[config.mk]
export PLATFORM = sky130hd
export DESIGN_NAME = wb_dcache_nway_controller
export DESIGN_NICKNAME = d
export VERILOG_FILES = /design/src/rtl/wb_dcache_nway_controller.sv
export SDC_FILE = /design/constraint.sdc
export NUM_CORES = 1
export LEC_CHECK = 0
export ABC_AREA = 1
export BUFFER_PORTS_ARGS = -buffer_cell sky130_fd_sc_hd__buf_2
export CAP_MARGIN = 20
export CELL_PAD_IN_SITES_DETAIL_PLACEMENT = 0
export CELL_PAD_IN_SITES_GLOBAL_PLACEMENT = 1
export CORE_ASPECT_RATIO = 0.75
export CORE_MARGIN = 2
export CORE_UTILIZATION = 25
export DETAILED_ROUTE_END_ITERATION = 12
export PLACE_DENSITY = 0.77
export SLEW_MARGIN = 20
export SYNTH_ARGS = -nofsm -noshare
export SYNTH_HDL_FRONTEND = slang
export SYNTH_SLANG_ARGS = --single-unit
[constraint.sdc]
create_clock -name clk -period 1.24 [get_ports clk]
set_input_delay 0.124 -clock clk [delete_from_list [all_inputs] [get_ports clk]]
set_output_delay 0.124 -clock clk [all_outputs]
set_load 0.1 [all_outputs]
[src/rtl/wb_dcache_nway_controller.sv]
`default_nettype none
// ============================================================================
// Module   : wb_dcache_nway_controller
// Function : Control FSM for an N-way set-associative write-back data cache:
//            hit/miss handling, victim choice, write-back, refill and flush.
//            Optional perf counters enabled by defining DCACHE_PERF_CNT_EN.
// Revision : 1.0 - initial N-way release
// ============================================================================
module wb_dcache_nway_controller #(
    parameter int NUM_WAYS = 4,
    parameter int IDX_BITS = 7,
    parameter int CNT_W    = 32
) (
    input  logic                        clk,
    input  logic                        rst_n,
    input  logic                        lsummu2dcache_req_i,
    input  logic                        lsummu2dcache_wr_i,
    input  logic                        dcache_kill_i,
    input  logic                        dmem_sel_i,
    input  logic                        dcache_flush_i,
    input  logic                        cache_hit_i,
    input  logic [NUM_WAYS-1:0]         hit_way_i,
    input  logic [NUM_WAYS-1:0]         way_valid_i,
    input  logic [NUM_WAYS-1:0]         way_dirty_i,
    input  logic                        mem2dcache_ack_i,
    output logic                        dcache2lsummu_ack_o,
    output logic                        cache_wr_o,
    output logic                        cache_line_wr_o,
    output logic                        cache_line_clean_o,
    output logic                        cache_wrb_req_o,
    output logic [$clog2(NUM_WAYS)-1:0] way_sel_o,
    output logic [IDX_BITS-1:0]         evict_index_o,
    output logic                        dcache2mem_req_o,
    output logic                        dcache2mem_wr_o,
    output logic                        dcache2mem_kill_o,
    output logic [CNT_W-1:0]            hit_cnt_o,
    output logic [CNT_W-1:0]            miss_cnt_o,
    output logic [CNT_W-1:0]            wb_cnt_o
);

    localparam int c_way_w = $clog2(NUM_WAYS);
    localparam logic [c_way_w-1:0] c_last_way = c_way_w'(NUM_WAYS - 1);

    typedef enum logic [2:0] {
        S_IDLE        = 3'd0,
        S_PROCESS_REQ = 3'd1,
        S_WRITE_BACK  = 3'd2,
        S_ALLOCATE    = 3'd3,
        S_FLUSH       = 3'd4,
        S_FLUSH_NEXT  = 3'd5,
        S_FLUSH_DONE  = 3'd6
    } state_t;

    state_t               r_state;
    state_t               w_next;
    logic                 r_req_ff;
    logic                 r_wr_ff;
    logic                 r_sel_ff;
    logic [c_way_w-1:0]   r_rr_ptr;
    logic [c_way_w-1:0]   r_victim;
    logic [IDX_BITS-1:0]  r_evict_index;
    logic [c_way_w-1:0]   r_flush_way;
    logic                 r_flush_mode;

    logic                 w_hit;
    logic                 w_kill;
    logic [c_way_w-1:0]   w_hit_way;
    logic [c_way_w-1:0]   w_victim;
    logic                 w_victim_dirty;
    logic                 w_last_entry;
    logic                 w_latch_victim;
    logic                 w_advance;
    logic                 w_clear_flush;
    logic                 w_set_flush_mode;
    logic                 w_refill_done;
    logic                 w_wb_done;

    assign w_hit        = r_req_ff & r_sel_ff & cache_hit_i;
    assign w_kill       = ~dmem_sel_i | dcache_kill_i;
    assign w_last_entry = (&r_evict_index) & (r_flush_way == c_last_way);
    assign evict_index_o = r_evict_index;

    always_comb begin
        w_hit_way = '0;
        for (int i = 0; i < NUM_WAYS; i++) begin
            if (hit_way_i[i]) w_hit_way = c_way_w'(i);
        end
    end

    // Descending scan so the lowest-index invalid way wins; rr_ptr otherwise.
    always_comb begin
        w_victim = r_rr_ptr;
        for (int i = NUM_WAYS - 1; i >= 0; i--) begin
            if (!way_valid_i[i]) w_victim = c_way_w'(i);
        end
    end

    assign w_victim_dirty = way_valid_i[w_victim] & way_dirty_i[w_victim];

    always_comb begin
        w_next              = r_state;
        dcache2lsummu_ack_o = 1'b0;
        cache_wr_o          = 1'b0;
        cache_line_wr_o     = 1'b0;
        cache_line_clean_o  = 1'b0;
        cache_wrb_req_o     = 1'b0;
        way_sel_o           = '0;
        dcache2mem_req_o    = 1'b0;
        dcache2mem_wr_o     = 1'b0;
        dcache2mem_kill_o   = 1'b0;
        w_latch_victim      = 1'b0;
        w_advance           = 1'b0;
        w_clear_flush       = 1'b0;
        w_set_flush_mode    = 1'b0;
        w_refill_done       = 1'b0;
        w_wb_done           = 1'b0;

        case (r_state)
            S_IDLE: begin
                if (dcache_flush_i)           w_next = S_FLUSH;
                else if (lsummu2dcache_req_i) w_next = S_PROCESS_REQ;
                else                          w_clear_flush = 1'b1;
            end
            S_PROCESS_REQ: begin
                if (w_hit) begin
                    dcache2lsummu_ack_o = 1'b1;
                    cache_wr_o          = r_wr_ff;
                    way_sel_o           = w_hit_way;
                    w_next              = S_IDLE;
                end else begin
                    w_latch_victim   = 1'b1;
                    way_sel_o        = w_victim;
                    dcache2mem_req_o = 1'b1;
                    if (w_victim_dirty) begin
                        dcache2mem_wr_o = 1'b1;
                        cache_wrb_req_o = 1'b1;
                        w_next          = S_WRITE_BACK;
                    end else begin
                        w_next          = S_ALLOCATE;
                    end
                end
            end
            S_WRITE_BACK: begin
                way_sel_o = r_flush_mode ? r_flush_way : r_victim;
                if (mem2dcache_ack_i) begin
                    w_wb_done = 1'b1;
                    if (r_flush_mode) begin
                        cache_line_clean_o = 1'b1;
                        w_advance          = 1'b1;
                        w_next             = w_last_entry ? S_FLUSH_DONE : S_FLUSH_NEXT;
                    end else begin
                        dcache2mem_req_o   = 1'b1;
                        w_next             = S_ALLOCATE;
                    end
                end else begin
                    dcache2mem_req_o = 1'b1;
                    dcache2mem_wr_o  = 1'b1;
                    cache_wrb_req_o  = 1'b1;
                end
            end
            S_ALLOCATE: begin
                way_sel_o = r_victim;
                if (mem2dcache_ack_i) begin
                    cache_line_wr_o = 1'b1;
                    w_refill_done   = 1'b1;
                    w_next          = S_PROCESS_REQ;
                end else begin
                    dcache2mem_req_o = 1'b1;
                end
            end
            S_FLUSH: begin
                way_sel_o = r_flush_way;
                if (way_dirty_i[r_flush_way]) begin
                    w_set_flush_mode = 1'b1;
                    dcache2mem_req_o = 1'b1;
                    dcache2mem_wr_o  = 1'b1;
                    cache_wrb_req_o  = 1'b1;
                    w_next           = S_WRITE_BACK;
                end else begin
                    w_advance = 1'b1;
                    w_next    = w_last_entry ? S_FLUSH_DONE : S_FLUSH_NEXT;
                end
            end
            S_FLUSH_NEXT: begin
                way_sel_o = r_flush_way;
                w_next    = S_FLUSH;
            end
            S_FLUSH_DONE: begin
                dcache2lsummu_ack_o = 1'b1;
                w_clear_flush       = 1'b1;
                w_next              = S_IDLE;
            end
            default: w_next = S_IDLE;
        endcase

        // Abort wins over every transition but leaves the replacement pointer alone.
        if (w_kill) begin
            w_next            = S_IDLE;
            w_clear_flush     = 1'b1;
            cache_wr_o        = 1'b0;
            cache_line_wr_o   = 1'b0;
            dcache2mem_req_o  = 1'b0;
            dcache2mem_kill_o = 1'b1;
            w_latch_victim    = 1'b0;
            w_advance         = 1'b0;
            w_set_flush_mode  = 1'b0;
            w_refill_done     = 1'b0;
            w_wb_done         = 1'b0;
        end

        if (!rst_n) begin
            w_next              = S_IDLE;
            dcache2lsummu_ack_o = 1'b0;
            cache_wr_o          = 1'b0;
            cache_line_wr_o     = 1'b0;
            cache_line_clean_o  = 1'b0;
            cache_wrb_req_o     = 1'b0;
            way_sel_o           = '0;
            dcache2mem_req_o    = 1'b0;
            dcache2mem_wr_o     = 1'b0;
            dcache2mem_kill_o   = 1'b0;
            w_latch_victim      = 1'b0;
            w_advance           = 1'b0;
            w_clear_flush       = 1'b0;
            w_set_flush_mode    = 1'b0;
            w_refill_done       = 1'b0;
            w_wb_done           = 1'b0;
        end
    end

    always_ff @(posedge clk) begin
        if (!rst_n) begin
            r_state       <= S_IDLE;
            r_req_ff      <= 1'b0;
            r_wr_ff       <= 1'b0;
            r_sel_ff      <= 1'b0;
            r_rr_ptr      <= '0;
            r_victim      <= '0;
            r_evict_index <= '0;
            r_flush_way   <= '0;
            r_flush_mode  <= 1'b0;
        end else begin
            r_state  <= w_next;
            r_req_ff <= lsummu2dcache_req_i;
            r_wr_ff  <= lsummu2dcache_wr_i;
            r_sel_ff <= dmem_sel_i;
            if (w_latch_victim) r_victim <= w_victim;
            if (w_refill_done)  r_rr_ptr <= r_rr_ptr + 1'b1;
            if (w_clear_flush || (r_state == S_WRITE_BACK && w_wb_done)) r_flush_mode <= 1'b0;
            else if (w_set_flush_mode)                                  r_flush_mode <= 1'b1;
            if (w_clear_flush) begin
                r_evict_index <= '0;
                r_flush_way   <= '0;
            end else if (w_advance) begin
                if (r_flush_way == c_last_way) begin
                    r_flush_way   <= '0;
                    r_evict_index <= r_evict_index + 1'b1;
                end else begin
                    r_flush_way   <= r_flush_way + 1'b1;
                end
            end
        end
    end

`ifdef DCACHE_PERF_CNT_EN
    logic             r_missed;
    logic [CNT_W-1:0] r_hit_cnt;
    logic [CNT_W-1:0] r_miss_cnt;
    logic [CNT_W-1:0] r_wb_cnt;
    logic             w_hit_inc;

    // Replayed hits after a refill belong to the miss, not the hit count.
    assign w_hit_inc = (r_state == S_PROCESS_REQ) & w_hit & ~w_kill & ~r_missed;

    always_ff @(posedge clk) begin
        if (!rst_n) begin
            r_missed   <= 1'b0;
            r_hit_cnt  <= '0;
            r_miss_cnt <= '0;
            r_wb_cnt   <= '0;
        end else begin
            if (r_state == S_IDLE) r_missed <= 1'b0;
            else if (w_latch_victim) r_missed <= 1'b1;
            if (w_hit_inc && !(&r_hit_cnt))       r_hit_cnt  <= r_hit_cnt + 1'b1;
            if (w_latch_victim && !(&r_miss_cnt)) r_miss_cnt <= r_miss_cnt + 1'b1;
            if (w_wb_done && !(&r_wb_cnt))        r_wb_cnt   <= r_wb_cnt + 1'b1;
        end
    end

    assign hit_cnt_o  = r_hit_cnt;
    assign miss_cnt_o = r_miss_cnt;
    assign wb_cnt_o   = r_wb_cnt;
`else
    assign hit_cnt_o  = '0;
    assign miss_cnt_o = '0;
    assign wb_cnt_o   = '0;
`endif

endmodule
`default_nettype wire

==> Word-level counts from Yosys, hierarchy flattened <==
Index checks and enable logic that the tools add are counted.
{ "totals": {"output_inout_bits": 113, "wordCells": 116, "reg_bits": 20} }
{ "classes": {"add_sub_neg": 3, "n_bitwise": 7, "n_reduce_logical": 10, "eq_ne": 10, "n_lt_le_gt_ge": 2, "n_mux": 75} }
{ "op_table": {"columns": ["cell", "n"], "rows": [
  ["$mux W1", 47],
  ["$mux W2", 12],
  ["$mux W3", 6],
  ["$pmux W3 S6", 1],
  ["$eq A3 B3 Y1 const B", 3],
  ["$pmux W2 S4", 1],
  ["$reduce_or A2 Y1", 4],
  ["$add A7 B1 Y7 const B", 1],
  ["$reduce_and A7 Y1", 1],
  ["$bmux W1 S2", 3],
  ["$eq A3 B2 Y1 const B", 2],
  ["$lt A2 B3 Y1 const B", 2],
  ["$pmux W1 S2", 3],
  ["$add A2 B1 Y2 const B", 2],
  ["$and A1 B1 Y1", 4],
  ["$ne A2 B2 Y1 const B", 2],
  ["$pmux W1 S4", 1],
  ["$eq A3 B1 Y1 const B", 1],
  ["$logic_not A3 Y1", 1],
  ["$ne A3 B3 Y1 const B", 1],
  ["$pmux W1 S3", 1],
  ["$reduce_and A3 Y1", 1],
  ["$eq A2 B2 Y1 const B", 1],
  ["$not A1 Y1", 2],
  ["4 further kinds", 4]
]} }

==> Logic depth before layout (Yosys ltp) <==
Gate-level depths: netlist of run 1.
{ "logic_depth": {"ltp_word": 11, "ltp_mapped": 13, "mapped_depth_nobuf": 13} }

==> Worst setup path after synthesis of run 1 <==
No wires, ideal clock.
{ "synth_path": {"path_type": "reg-to-output", "startpoint": "register r_state[0]", "endpoint": "output port dcache2mem_wr_o", "path_slack_ns": -1.829, "arrival_ns": 2.945, "path_stages_with_launch": 8, "n_path_buf": 1, "path_cell_list": "dfxtp_1 -> inv_2 -> nor3_1 -> nand2_1 -> inv_1 -> nand3_1 -> a21oi_1 -> buf_4"} }
{ "synth_between": {"elab_chain_len": 3, "elab_cells_between_ends": 5} }
{ "synth_rtl": {"columns": ["item", "line", "source"], "rows": [
  ["from (decl)", "54", "state_t r_state;"],
  ["from (signal assigned)", "243", "r_state <= w_next;"],
  ["$eq A3 B3 Y1 (tied with other cells)", null, null],
  ["$pmux W1 S3 (*)", null, null],
  ["$mux W1 (*)", null, null],
  ["to (decl)", "34", "output logic dcache2mem_wr_o,"]
]} }
Mark *: on every way between the ends. The rest lies on a longest branch, timed or not.

==> Worst setup path after layout of run 1 <==
{ "layout_path": {"startpoint": "register r_state[1]", "endpoint": "output port way_sel_o[0]"} }
{ "layout_between": {"elab_chain_len": 4, "elab_cells_between_ends": 8} }
{ "layout_rtl": {"columns": ["item", "line", "source"], "rows": [
  ["$eq A3 B3 Y1", "118", "case (r_state)"],
  ["$reduce_or A2 Y1 (no source line)", null, null],
  ["$pmux W2 S4 (*)", "118", null],
  ["$mux W2 (*)", "211", "if (!rst_n) begin"],
  ["to (decl)", "31", "output logic [$clog2(NUM_WAYS)-1:0] way_sel_o,"]
]} }
Marked as above.

==> impl_metrics.ini, run 1 <==
[synth]
yosysSeqAreaShare_pct = 19.42
synth_top_area_share_pct = 35.32
avgSynthCellArea_sq_um = 6.673
synthDistinctLibCells = 25
synthCells = 309
synth_top_cell_by_area = buf_4
synth_edf_count = 0
netlist_area_sq_um = 2062
yosys_register_bits = 20
yosys_warnings = 0
synthArstFlopShare_pct = 0
yosys-top-cells-area = buf_4, dfxtp_1, nand2_1
synthFlopType = dfxtp_1

[sta]
slew_headroom_pct = 64.78
setup_ws_ns = -0.6004
clock.fmax_ghz = 0.5434
finalHoldViolCount = 0
layout_min_cycle_time_ns = 1.840
period_share_pct = 148.4
setup-violations-final = 26
setup_tns_ns = -7.845
tightest_slew_ns = 0.5276
whs_ns = 0.03924
rsz0062_at_grt = yes
drv_slew = 0
skew_ns = 0.006193

[layout]
diodes = 0
fin_area_sq_um = 3143
final_core_util_pct = 39.52
syn2layout_area_growth_pct = 52.43
drive_above_1_share_pct = 43.95
nets = 429
fin_cells = 510

[clock_tree]
cts.hold.buffers_added = 0
cts_root_buf = clkbuf_8
cts_buffers = 3
clkTransAtPathRegs_ns = 0.08
cts.htree.levels = 1
cts_buffer_depth = 2
cts_sinks = 20
clk_latency_ns = 0.26
cts_tree = yes

[setup_path]
path_class = flip-flop to primary output
cp_max_fo = 4
worstRegToRegCells = 11
start_kind = flip-flop
crit_path_end_kind = primary output
critPathRequiredTime_ns = 1.12
worstPathArrival_ns = 1.72

[min_path]
hold_class = input pin to flip-flop
min_delay_path_depth = 3

[place]
io_buffer_count = 36
dp_cells = 490
place_ws_ns = -0.3414
place_hpwl_um = 4042
dpl_cell_area_sq_um = 2751
place_congestion = 0.8858

[floorplan]
row_count = 28
die_height_um = 82.65
die_w_um = 108.9
io_pins = 134
core_sq_um = 7953
die-area_sq_um = 8998
start_util_pct = 25.93

[global_route]
grt_use_met1_pct = 14.27
grt-busiest-layer = met2
grt_max_degree = 13
grt_pass1_wl_um = 7603
grt_pass1_vias = 1617
grt-ovfl-total = 0
use_met2_pct = 17.95
use_met3_pct = 2.198
antenna_found_initial = 0
grt_usage_pct = 10.69

[power]
p_leak_nw = 1.547
power_mw = 2.857
worst_ir_drop_vdd_mv = 0.4610
cellPowerDensity_nw_per_um2 = 909.0

[run_status]
status = finished, violations left
violations = negative setup slack

[routing]
vias = 1896
post-route-drc-count = 0
final_antenna_net_count = 0
dr.first_iter.drc_count = 99
routedWlPerCell_um = 10.18
via_per_inst = 3.718
drt-total-wl_um = 5191
firstDrtPassIters = 4

[run]
cap_violations = 0
[power breakdown]
part / internal, mW / switching, mW
sequential: 0.629 / 0.00597
combinational: 0.127 / 1.44
clock: 0.431 / 0.227
[worst max-delay path, stage by stage (launching register included)]
cell and delay [ns]:
dfxtp_4 0.36, inv_4 0.08, nor2_4 0.05, nand2_4 0.10, o21ai_2 0.08, or2_4 0.25
a21oi_2 0.11, nand2_1 0.06, nand2_2 0.09, clkinvlp_4 0.10, buf_12 0.17
[registers in the layout, indices dropped and copies added (netlist names)]
name           flops
evict_index_o      7
r_victim           2
r_rr_ptr           2
r_flush_mode       1
r_wr_ff            1
r_sel_ff           1
r_flush_way        2
r_req_ff           1
r_state            3
[cell usage in the layout (no fill, tap or decap), types with 5 or more instances in the layout]
master,instances
inv_2,7
inv_1,22
buf_6,11
o21ai_2,5
buf_12,17
nor2_1,15
buf_2,19
a21oi_1,11
dfxtp_1,9
dfxtp_4,10
nand2_2,11
nand3_1,10
nand2_1,43
buf_4,47
conb_1,96
nor2_4,8
[per-layer routing]
| layer | share of wire (%) | vias up |
|---|---|---|
| met5 | 0 | - |
| met2 | 51 | 60 |
| met4 | 0.50 | 0 |
| met3 | 5.4 | 4 |
| li1 | - | 966 |
| met1 | 43 | 866 |
[synthesized netlist by cell type, types with 3 or more instances]
master and count:
a21oi_1 17, inv_2 4, nand2_2 3, o21ai_0 12
nand2_1 53, inv_1 33, nand4_1 3, nor2_1 22
xor2_1 4, nand3_1 15, buf_4 97, nor3_1 7
dfxtp_1 20
[logic make-up (layout without fill, tap and decap cells)]
group	Yosys count	count (layout)	share of synthesized area, %
AO/OA/AOI/OAI	32	32	7.949
buffers and inverters	135	136	42.29
other	1	96	0.1819
XOR/XNOR	5	5	2.124
AND/OR/NAND/NOR	114	114	26.82
flip-flops	20	20	19.42
adder cells (fa/ha/maj)	2	2	1.213
[cell type report]
type,instances,area (sq um)
Clock buffer,3,41.29
Clock inverter,1,30.03
Fill cell,781,4810
Inverter,38,173.9
Multi-Input combinational cell,249,1415
Sequential cell,20,439.2
Tap cell,105,131.4
Timing Repair Buffer,94,912.1
[worst paths after layout]
path,slack (ns),start,endpoint
setup / recovery,-0.60,r_state[1],way_sel_o[0]
hold / removal,0.04,lsummu2dcache_wr_i,r_wr_ff
setup reg to reg,-0.27,r_state[0],evict_index_o[1]
hold reg to reg,0.46,r_victim[1],r_victim[1]
[timing repair]
item / CTS / global route
setup endpoints to repair: 26 / 26
pin swaps: 23 / 15
hold endpoints to repair: 0 / 0
cloned: 0 / 0
setup buffers: 9 / 7
gates resized for setup: 42 / 19
No activity file was read; power rests on OpenSTA's default activity.
==> inputs of run 2 (changes only) <==
--- a/config.mk
+++ b/config.mk
@@ -15,6 +15,7 @@
 export CORE_UTILIZATION = 25
 export DETAILED_ROUTE_END_ITERATION = 12
 export PLACE_DENSITY = 0.77
+export SETUP_SLACK_MARGIN = 0.1
 export SLEW_MARGIN = 20
 export SYNTH_ARGS = -nofsm -noshare
 export SYNTH_HDL_FRONTEND = slang
==> run 2 against run 1 <==
  * Register-to-register slack lost 0.24 ns
  * The flow still finishes with violations (negative setup slack)
  * Via count grew 2.2%
  * Count of clock-buffer cells in the layout is the same
  * Maximum frequency grew 0.85%
  * Worst hold slack gained 0.0085 ns
==> impl_metrics.ini, run 2 (synthesized netlist as in run 1, its figures left out) <==
[routing]
final_antenna_net_count = 0
routedWlPerCell_um = 10.34
drt-total-wl_um = 5275
firstDrtPassIters = 5
post-route-drc-count = 0
vias = 1937
dr.first_iter.drc_count = 66
via_per_inst = 3.798

[sta]
clock.fmax_ghz = 0.5480
rsz0062_at_grt = yes
drv_slew = 0
tightest_slew_ns = 0.5025
period_share_pct = 147.2
setup-violations-final = 26
skew_ns = 0.007958
finalHoldViolCount = 0
slew_headroom_pct = 66.46
whs_ns = 0.04769
setup_ws_ns = -0.5849
layout_min_cycle_time_ns = 1.825

[setup_path]
r2r_slack_ns = -0.51
worstPathArrival_ns = 1.70
crit_path_end_kind = primary output
cp_max_fo = 4
path_class = flip-flop to primary output
start_kind = flip-flop
critPathRequiredTime_ns = 1.12

[layout]
layout_commonest_cell = conb_1
largest_register_ffs = 7
drive_above_1_share_pct = 49.63
nets = 429
diodes = 0
syn2layout_area_growth_pct = 56.86
layout_common_cells = conb_1, buf_4, nand2_1
num-fill-cells = 803

[global_route]
grt_pass1_wl_um = 7596
grt_max_degree = 13
grt_pass1_vias = 1649
grt-ovfl-total = 0
antenna_found_initial = 0
grt_usage_pct = 10.69

[place]
place_hpwl_um = 4118
io_buffer_count = 36
place_congestion = 0.8881

[clock_tree]
cts_sinks = 20
cts_buffer_depth = 2
cts_tree = yes
clk_latency_ns = 0.27
clkTransAtPathRegs_ns = 0.08
cts_root_buf = clkbuf_8
cts_buffers = 3
cts.htree.levels = 1

[min_path]
hold_class = input pin to flip-flop

[power]
p_leak_nw = 1.534
cellPowerDensity_nw_per_um2 = 887.0
power_mw = 2.869
worst_ir_drop_vdd_mv = 0.4419

[run]
cap_violations = 0

[floorplan]
io_pins = 134
die-area_sq_um = 8998
start_util_pct = 25.93
die_w_um = 108.9
row_count = 28
die_height_um = 82.65
core_sq_um = 7953

[run_status]
violations = negative setup slack
status = finished, violations left
-- run 2: changes by cell type in the layout (fill, tap and decap cells not counted), moves of 2 or more --
cell     previous run  this run
nand2_1            43        32
nand2_2            11        18
a21oi_1            11         5
a21oi_2             4         9
nand2_4             4         8
nor2_2              1         5
buf_6              11         8
dfxtp_2             1         4
nor2_1             15        12
buf_4              47        49
dfxtp_1             9         7
nand3_2             3         1
-- run 2: area by class of cell --
| cell class | count | area [sq um] | share of cell area (%) |
|---|---|---|---|
| Tap cell | 105 | 131.4 | 4.062 |
| Multi-Input combinational cell | 249 | 1500 | 46.38 |
| Inverter | 38 | 178.9 | 5.532 |
| Clock inverter | 1 | 30.03 | 0.9284 |
| Timing Repair Buffer | 94 | 913.4 | 28.24 |
| Sequential cell | 20 | 439.2 | 13.58 |
| Clock buffer | 3 | 41.29 | 1.277 |
-- run 2: through the flow --
| step | TNS (ns) | instances | area, sq um | setup WS, ns | utilization [%] |
|---|---|---|---|---|---|
| finish | -10.21 | 510 | 3234 | -0.5849 | 40.67 |
| global route | -11.91 | 510 | 3234 | -0.6595 | 40.67 |
| CTS | -8.242 | 505 | 2989 | -0.5534 | 37.59 |
| detailed placement | -5.277 | 497 | 2814 | -0.3064 | 35.38 |
| global placement | -4.704 | 497 | 2814 | -0.3084 | 35.38 |
| floorplan | -4.116 | 404 | 2620 | -0.6338 | - |
-- run 2: per-layer routing --
layer,vias up,part of all wire [%],track usage (%)
li1,966,-,-
met1,877,42,14.25
met2,78,51,17.76
met3,16,5.4,2.198
met4,0,1.4,2.436
met5,-,0,0
-- run 2: worst paths after layout --
check / from / end / cells after the start
setup / recovery: r_state[1] / dcache2mem_wr_o / 7
hold / removal: lsummu2dcache_wr_i / r_wr_ff / 3
setup reg to reg: r_state[1] / evict_index_o[4] / 13
hold reg to reg: r_victim[1] / r_victim[1] / 2
-- run 2: worst max-delay path, stage by stage (launching register included) --
cell     delay, ns
dfxtp_2       0.35
buf_4         0.15
nor3_4        0.17
nand2_2       0.15
inv_4         0.11
nand3_4       0.07
a21oi_4       0.22
buf_12        0.20
-- run 2: report_power, final --
group | internal [mW] | leakage (nW) | switching [mW]
Sequential | 0.631 | 0.171 | 0.00624
Clock | 0.432 | 0.0357 | 0.241
Combinational | 0.127 | 1.33 | 1.43
-- run 2: what timing repair did --
item                                    4_1_cts  5_1_grt
endpoints found under the setup margin       26       26
hold buffers                                  0        0
pin swaps                                    16       22
setup buffers                                 4        6
gates resized for setup                      23       62
